===== src/rtl/vga_sync_decoder.sv =====
// vga_sync_decoder: receive-side VGA timing recovery. Samples HSYNC/VSYNC,
// rebuilds the horizontal/vertical pixel counters (2 clocks behind the
// generator), checks line/frame geometry and reports lock and display-enable.
module vga_sync_decoder #(
  parameter int H_VISIBLE    = 640,
  parameter int H_SYNC_START = 656,
  parameter int H_SYNC_W     = 96,
  parameter int H_TOTAL      = 800,
  parameter int V_VISIBLE    = 480,
  parameter int V_SYNC_START = 490,
  parameter int V_SYNC_W     = 2,
  parameter int V_TOTAL      = 525,
  parameter int LOCK_FRAMES  = 2
) (
  input  logic       clk,
  input  logic       reset,
  input  logic       enable,
  input  logic       HSYNC,
  input  logic       VSYNC,
  output logic [9:0] hori_cnt,
  output logic [9:0] vert_cnt,
  output logic       de,
  output logic       locked,
  output logic       err,
  output logic [7:0] err_cnt
);

  typedef enum logic [2:0] {IDLE, SEEK_H, SEEK_V, CHECK, LOCKED} state_t;

  // Geometry constants sized to the counters they are compared against.
  localparam logic [9:0] H_VIS  = 10'(H_VISIBLE);
  localparam logic [9:0] H_LAST = 10'(H_TOTAL - 1);
  localparam logic [9:0] H_LOAD = 10'(H_SYNC_START);
  localparam logic [9:0] H_PRE  = 10'(H_SYNC_START - 1);
  localparam logic [9:0] H_END  = 10'(H_SYNC_START + H_SYNC_W - 1);
  localparam logic [9:0] V_VIS  = 10'(V_VISIBLE);
  localparam logic [9:0] V_LAST = 10'(V_TOTAL - 1);
  localparam logic [9:0] V_LOAD = 10'(V_SYNC_START);
  localparam logic [9:0] V_PRE  = 10'(V_SYNC_START - 1);
  localparam logic [9:0] V_END  = 10'(V_SYNC_START + V_SYNC_W);
  localparam logic [7:0] GOOD_LAST = 8'(LOCK_FRAMES - 1);

  state_t     state;
  logic [7:0] good_frames;
  logic       s_h, s_v, s_h_d, s_v_d;
  logic       v_fall_pend, v_rise_pend;

  logic       h_fall, h_rise, v_fall, v_rise;
  logic       run, line_wrap, v_load, v_rise_due;
  logic       line_chk, frame_chk, h_err, v_err, any_err, lock_nxt;
  logic [9:0] hori_nxt, vert_nxt, vert_inc;

  assign h_fall = s_h_d & ~s_h;
  assign h_rise = ~s_h_d & s_h;
  assign v_fall = s_v_d & ~s_v;
  assign v_rise = ~s_v_d & s_v;

  // Next counter values, geometry checks and the lock decision for this edge.
  always_comb begin
    // NOTE: every signal gets a default first so no path leaves it unassigned (no latches).
    hori_nxt   = '0;
    vert_nxt   = '0;
    vert_inc   = '0;
    line_wrap  = 1'b0;
    v_load     = 1'b0;
    v_rise_due = 1'b0;
    run        = enable && (state != IDLE);
    if (run) begin
      // An HSYNC fall re-phases the line; the wrap is suppressed on that edge.
      line_wrap = (hori_cnt == H_LAST) && !h_fall;
      if (h_fall)                hori_nxt = H_LOAD;
      else if (hori_cnt == H_LAST) hori_nxt = '0;
      else                       hori_nxt = hori_cnt + 10'd1;
      vert_inc = (vert_cnt == V_LAST) ? '0 : vert_cnt + 10'd1;
      // A VSYNC edge seen on the wrap edge itself is honoured immediately.
      v_load     = line_wrap && (v_fall_pend || v_fall);
      v_rise_due = line_wrap && (v_rise_pend || v_rise);
      if (v_load)         vert_nxt = V_LOAD;
      else if (line_wrap) vert_nxt = vert_inc;
      else                vert_nxt = vert_cnt;
    end
    line_chk  = run && (state inside {SEEK_V, CHECK, LOCKED});
    frame_chk = run && (state inside {CHECK, LOCKED});
    h_err = line_chk && ((h_fall && (hori_cnt != H_PRE)) ||
                         (h_rise && (hori_cnt != H_END)));
    v_err = frame_chk && ((v_load && (vert_cnt != V_PRE)) ||
                          (v_rise_due && (vert_nxt != V_END)));
    any_err  = h_err || v_err;
    lock_nxt = run && !any_err &&
               ((state == LOCKED) ||
                ((state == CHECK) && v_load && (good_frames == GOOD_LAST)));
  end

  // Sync capture: one register stage plus a delayed copy for edge detection.
  always_ff @(posedge clk or negedge reset) begin
    if (!reset) begin
      // Idle level of both syncs is high, so reset must not fake a falling edge.
      s_h   <= 1'b1;
      s_h_d <= 1'b1;
      s_v   <= 1'b1;
      s_v_d <= 1'b1;
    end else begin
      // NOTE: sequential state uses non-blocking assignments so every register sees pre-edge values.
      s_h   <= HSYNC;
      s_h_d <= s_h;
      s_v   <= VSYNC;
      s_v_d <= s_v;
    end
  end

  // Counters, display enable, error pulse/count and pending VSYNC edges.
  always_ff @(posedge clk or negedge reset) begin
    if (!reset) begin
      hori_cnt    <= '0;
      vert_cnt    <= '0;
      de          <= 1'b0;
      err         <= 1'b0;
      err_cnt     <= '0;
      v_fall_pend <= 1'b0;
      v_rise_pend <= 1'b0;
    end else begin
      hori_cnt <= hori_nxt;
      vert_cnt <= vert_nxt;
      de       <= lock_nxt && (hori_nxt < H_VIS) && (vert_nxt < V_VIS);
      err      <= any_err;
      if (any_err && (err_cnt != 8'hFF)) err_cnt <= err_cnt + 8'd1;
      if (!run || line_wrap) begin
        v_fall_pend <= 1'b0;
        v_rise_pend <= 1'b0;
      end else begin
        if (v_fall) v_fall_pend <= 1'b1;
        if (v_rise) v_rise_pend <= 1'b1;
      end
    end
  end

  // Lock FSM: seek line phase, seek frame phase, count clean frames, locked.
  always_ff @(posedge clk or negedge reset) begin
    if (!reset) begin
      state       <= IDLE;
      good_frames <= '0;
      locked      <= 1'b0;
    end else begin
      locked <= lock_nxt;
      if (!enable) begin
        state       <= IDLE;
        good_frames <= '0;
      end else if (any_err) begin
        state       <= SEEK_H;
        good_frames <= '0;
      end else begin
        case (state)
          IDLE:   state <= SEEK_H;
          SEEK_H: if (h_fall) state <= SEEK_V;
          SEEK_V: if (v_load) begin
            state       <= CHECK;
            good_frames <= '0;
          end
          CHECK:  if (v_load) begin
            if (good_frames == GOOD_LAST) state <= LOCKED;
            else good_frames <= good_frames + 8'd1;
          end
          LOCKED: state <= LOCKED;
          default: state <= IDLE;
        endcase
      end
    end
  end

endmodule


===== config.mk =====
export PLATFORM = sky130hd
export DESIGN_NAME = vga_sync_decoder
export DESIGN_NICKNAME = d
export VERILOG_FILES = /design/src/rtl/vga_sync_decoder.sv
export SDC_FILE = /design/constraint.sdc
export NUM_CORES = 1
export LEC_CHECK = 0
export BUFFER_PORTS_ARGS = -buffer_cell sky130_fd_sc_hd__buf_2
export CORE_ASPECT_RATIO = 0.6
export CORE_UTILIZATION = 45
export CTS_BUF_LIST = sky130_fd_sc_hd__clkbuf_4 sky130_fd_sc_hd__clkbuf_8
export DETAILED_ROUTE_END_ITERATION = 16
export PLACE_DENSITY = 0.75
export SETUP_SLACK_MARGIN = 0.15
export SYNTH_ARGS = -nofsm -noshare
export SYNTH_HDL_FRONTEND = slang
export SYNTH_SLANG_ARGS = --single-unit

===== constraint.sdc =====
create_clock -name clk -period 7.2 [get_ports clk]
set_input_delay 2.16 -clock clk [delete_from_list [all_inputs] [get_ports clk]]
set_output_delay 2.16 -clock clk [all_outputs]
set_load 0.01 [all_outputs]

==> results of run 1 <==
[cells in the mapped netlist (all sizes together), types with 2 or more instances]
cell    number  area share (%)
a211oi       2            0.73
dfrtp       44              40
o211a        2            0.73
xnor2        6             1.9
xor2         8             2.6
nor2b        4            0.92
a21oi       20             3.7
nand3b       4             1.1
dfstp        4             3.8
nand2       21             2.9
clkbuf       3            0.41
nand3       15             2.7
o21ai       16             3.3
nor4b        2            0.87
or2          4            0.92
buf          9             2.1
nor3        13             2.4
and3        13             3.0
nand4       13             3.0
and4         2            0.64
o31a         3            0.96
a32oi        2            0.64
and4b        2            0.73
ha           7             3.2
or3          2            0.46
and2         2            0.46
mux2         2            0.96
nand2b       3            0.69
a31oi        3            0.69
inv         11             1.5
mux2i        2            0.73
nor2        42             5.8
nor4         5             1.4
[critical path: stages]
cell,delay [ns]
buf_2,0.12
o31a_1,0.31
and3_1,0.20
a32oi_1,0.09
o41ai_1,0.11
and4_1,0.28
a211oi_2,0.08
o21ai_4,0.30
nand2_1,0.34
nor3_1,0.26
[stage by stage]
step / utilization [%] / hold WS (ns) / instances / setup slack (ns) / power, mW
2_1_floorplan: - / 0.361 / 303 / 3.14 / 0.324
3_3_place_gp: 51.6 / 0.368 / 407 / 2.94 / 0.342
3_5_place_dp: 51.6 / 0.373 / 407 / 2.87 / 0.343
4_1_cts: 53.3 / 0.387 / 415 / 3.20 / 0.515
5_1_grt: 53.3 / 0.397 / 415 / 2.97 / 0.534
6_report: 53.3 / 0.388 / 415 / 3.17 / 0.510
[layer usage]
layer  track usage, %  wire length [um]  up-vias
met1             35.2              3240     1132
met2             26.5              2430      120
met4             5.54                40        0
met3             4.73               629        5
li1                 -                 -     1150
met5                0                 0        -
[logic make-up (layout without fill, tap and decap cells)]
group | Yosys count | count (layout) | share of synthesized area (%)
flops | 48 | 48 | 44.2
simple gates | 149 | 149 | 28.6
xor+xnor | 14 | 14 | 4.49
compound gates | 58 | 58 | 13.8
buf+inv | 23 | 55 | 4.03
mux | 4 | 4 | 1.70
fa+ha+maj | 7 | 7 | 3.21
[worst max path at each step]
stage,slack [ns],endpoint,cells after the start
after global routing,2.97,state[1],10
after floorplan,3.14,err_cnt[1],10
after global placement,2.94,err_cnt[1],10
final,3.17,de,10
after detailed placement,2.87,err_cnt[1],10
after CTS,3.20,de,10
[sequential cells by signal, summed over array words and instances, names as in the netlist]
signal	count
de	1
s_h_d	1
v_rise_pend	1
err	1
locked	1
state	3
err_cnt	8
v_fall_pend	1
hori_cnt	10
s_h	1
s_v_d	1
good_frames	8
vert_cnt	10
s_v	1
[cell type report]
type | instances | area (um2) | area share, %
Clock inverter | 2 | 13.8 | 0.453
Inverter | 11 | 41.3 | 1.36
Sequential cell | 48 | 1210 | 39.7
Multi-Input combinational cell | 232 | 1410 | 46.5
Tap cell | 80 | 100 | 3.29
Timing Repair Buffer | 36 | 183 | 6.01
Clock buffer | 6 | 82.6 | 2.72
[report_power, final]
part | switching (mW) | total [mW] | internal, mW | leakage, nW
combinational | 0.0291 | 0.0479 | 0.0188 | 0.735
clock | 0.0933 | 0.172 | 0.0786 | 0.0516
sequential | 0.0115 | 0.291 | 0.279 | 0.650
total | 0.134 | 0.510 | 0.376 | 1.44
==> impl_metrics.yaml, run 1 <==
run_status:
  status: "completed"
synthesis:
  avgSynthCellArea_um2: 9.01
  synthArstFlopShare_pct: 100
  syn_nets: 315
  syn-cell-area_um2: 2730
  yosysUniqueCellTypes: 52
  synthesis.instances: 303
  ys_seq_area_share_pct: 44.2
  synth-seq-cells: 48
  synth_edf_count: 0
  synth-warning-count: 0
  ys.flop_type: "dfrtp_1"
clock_network:
  clockBufferDepth: 2
  clock-sinks: 48
  clock_latency_ns: 0.31
  cts_root_buf: "clkbuf_8"
  cts_tree: "done"
  htree_levels: 2
  hold_buffers: 0
  cts-buffers-inserted: 5
  clk_pin_slew_ns: 0.09
  ctsResizeCount: 0
  cts_setup_buffers: 0
routing:
  ant_nets: 0
  drc: 0
  viasPerCell: 5.80
  vias: 2407
  drtIter0Drc: 181
  wl_per_cell_um: 15.3
  dr.pass1.iters: 5
  finalWirelength_um: 6340
placed_design:
  portBuffers: 35
  detailed_place_hpwl_um: 4640
  gp_congestion: 0.924
  dpl_cell_area_um2: 2940
sta:
  relSlewSlack_pct: 29.9
  hold_viol: 0
  period_minus_slack_ns: 4.03
  finalSetupViolCount: 0
  maxSlewViolCount: 0
  grt_setup_unrepaired: "false"
  skew_ns: 0.00607
  finalSetupTns_ns: 0
  fmax_mhz: 248
  tightest_slew_ns: 1.05
  fin_crit_sh_pct: 55.9
power:
  ir_drop_uv: 110
  p_leak_nw: 1.44
  power_density_nw_per_um2: 168
floorplanning:
  die_h_um: 62.3
  core_area_um2: 5700
  start_util_pct: 47.9
  die_area_um2: 6390
  pin_count: 36
  die_x_um: 103
  num_rows: 21
final_layout:
  n_antenna_cell: 0
  nNetsFinal: 346
  num-fill-cells: 543
  layout_commonest_cell: "dfrtp_1"
  drive_gt1_share_pct: 16.1
  synthToLayoutAreaGrowth_pct: 11.4
  final_cell_mix: "dfrtp_1 (44), nor2_1 (42), buf_2 (35), nand2_1 (21), a21oi_1 (20)"
  stdcell_area_um2: 3040
setup_path:
  timing.rr.start: "hori_cnt[0]"
  rr_worst_depth: 10
  crit_type: "in2reg"
  crit_path_end_kind: "register"
  timing.rr.end: "de"
  crit_start: "enable"
  crit_fanout: 12
  critPathRequiredTime_ns: 7.43
  rrSetupSlack_ns: 3.69
  arrival_ns: 4.25
  cp-start-kind: "input pin"
global_route:
  antenna_found_initial: 0
  grt_usage_pct: 21.1
  grt_max_degree: 49
  grt_overflow: 0
  grt_first_pass_wirelength_um: 10400
  grt_pass1_vias: 2106
job:
  maxCapViolCount: 0
min_path:
  hp-start: "s_v"
  whs_endpoint: "s_v_d"
  hold_path_depth: 0
  hp-class: "reg2reg"
Note: power is estimated with default switching activity, not from simulation.
==> run 2, diff against run 1 <==
==> constraint.sdc (replaced) <==
create_clock -name clk -period 4.1 [get_ports clk]
set_input_delay 1.23 -clock clk [delete_from_list [all_inputs] [get_ports clk]]
set_output_delay 1.23 -clock clk [all_outputs]
set_load 0.01 [all_outputs]
==> run 2 against run 1 <==
Compared with the run above: die area stayed put; largest cell class unchanged; count of clock-buffer cells in the layout is 1 higher; first-iteration DRC count is 1.1% higher; final cell count is 0.24% higher; total power is 75% higher.
==> impl_metrics.yaml, run 2 (synthesis gave the netlist of run 1 again) <==
routing:
  drc: 0
  vias: 2376
  ant_nets: 0
  viasPerCell: 5.71
  wl_per_cell_um: 15.3
  dr.pass1.iters: 5
  drtIter0Drc: 183
  finalWirelength_um: 6350
clock_network:
  htree_levels: 2
  ctsResizeCount: 0
  hold_buffers: 0
  cts_setup_buffers: 0
  clockBufferDepth: 2
  clk_pin_slew_ns: 0.09
  clock_latency_ns: 0.30
  cts-buffers-inserted: 5
  clock-sinks: 48
  cts_root_buf: "clkbuf_8"
  cts_tree: "done"
min_path:
  hp-class: "reg2reg"
  hp-start: "s_v"
global_route:
  grt_pass1_vias: 2137
  grt_first_pass_wirelength_um: 10600
  antenna_found_initial: 1
  grt_overflow: 0
  grt_usage_pct: 21.5
  grt_max_degree: 49
final_layout:
  reg.largest.list: "hori_cnt: 10 flops, vert_cnt: 10 flops"
  drive_gt1_share_pct: 16.4
  layout_commonest_cell: "dfrtp_1"
  synthToLayoutAreaGrowth_pct: 11.7
  final_cell_mix: "dfrtp_1 (44), nor2_1 (42), buf_2 (35), nand2_1 (21), a21oi_1 (20)"
  stdcell_area_um2: 3050
  n_antenna_cell: 0
  nNetsFinal: 347
placed_design:
  gp_congestion: 0.848
  dpl_cell_area_um2: 2950
  portBuffers: 35
  detailed_place_hpwl_um: 4670
floorplanning:
  pin_count: 36
  num_rows: 21
  die_h_um: 62.3
  core_area_um2: 5700
  start_util_pct: 47.9
  die_area_um2: 6390
  die_x_um: 103
job:
  maxCapViolCount: 0
setup_path:
  rrSetupSlack_ns: 0.77
  timing.rr.start: "vert_cnt[0]"
  arrival_ns: 3.55
  crit_path_end_kind: "register"
  crit_type: "reg2reg"
  cp-start-kind: "register"
  crit_start: "vert_cnt[0]"
  crit_fanout: 12
  critPathRequiredTime_ns: 4.32
sta:
  hold_viol: 0
  maxSlewViolCount: 0
  finalSetupViolCount: 0
  tightest_slew_ns: 1.05
  period_minus_slack_ns: 3.33
  fin_crit_sh_pct: 81.2
  finalSetupTns_ns: 0
  relSlewSlack_pct: 29.8
  fmax_mhz: 300
  grt_setup_unrepaired: "false"
  skew_ns: 0.00708
power:
  power_density_nw_per_um2: 293
  p_leak_nw: 1.44
  ir_drop_uv: 326
run_status:
  status: "completed"
## run 2: changes by cell type in the layout (fill, tap and decap cells not counted), sizes merged
cell      delta
inv          -1
clkinvlp     +1
clkbuf       +1
clkinv       -1
buf          +1
## run 2: worst paths after layout
path	end	depth (start not counted)
max	state[1]	11
min	s_v_d	0
max reg2reg	state[1]	11
min reg2reg	s_v_d	0
max in group asynchronous	vert_cnt[4]	1
min in group asynchronous	vert_cnt[6]	1
## run 2: metrics by stage
stage	util (%)	setup WS (ns)	instances	hold WS, ns	total power [mW]
after floorplan	-	0.972	303	0.361	0.569
after global placement	51.8	0.763	408	0.368	0.600
after detailed placement	51.8	0.671	408	0.371	0.603
after CTS	53.5	0.771	416	0.385	0.904
after global routing	53.5	0.511	416	0.396	0.941
final	53.5	0.771	416	0.386	0.894
## run 2: worst max-delay path, cell delays in order, from the launching register on
cell and delay (ns):
dfrtp_1 0.44, inv_1 0.17, ha_1 0.16, and4b_1 0.18, nand4_1 0.26, a2111o_1 0.53
a211oi_1 0.31, and4_1 0.27, a211oi_2 0.09, o21ai_4 0.26, nand2_1 0.32, nor3_1 0.25
## run 2: power breakdown
part           switching, mW  internal, mW
combinational         0.0511        0.0338
clock                  0.155         0.144
sequential            0.0199         0.490
## run 2: area by class of cell
| cell class | instances | area (um2) |
|---|---|---|
| clock buffer | 7 | 90.1 |
| clock inverter | 1 | 7.51 |
| fill | 554 | 2650 |
| inverter | 11 | 41.3 |
| multi-input combinational | 232 | 1410 |
| sequential | 48 | 1210 |
| tap | 80 | 100 |
| timing repair buffer | 37 | 190 |
## run 2: metal layers
metal  GRT usage, %  up-vias  share of wire [%]  wire length (um)
met4           4.82        0               0.96                61
met2           28.3       97                 39              2450
met5              0        -                  0                 0
met1           34.8     1117                 52              3280
li1               -     1150                  -                 -
met3           5.18       12                8.7               555
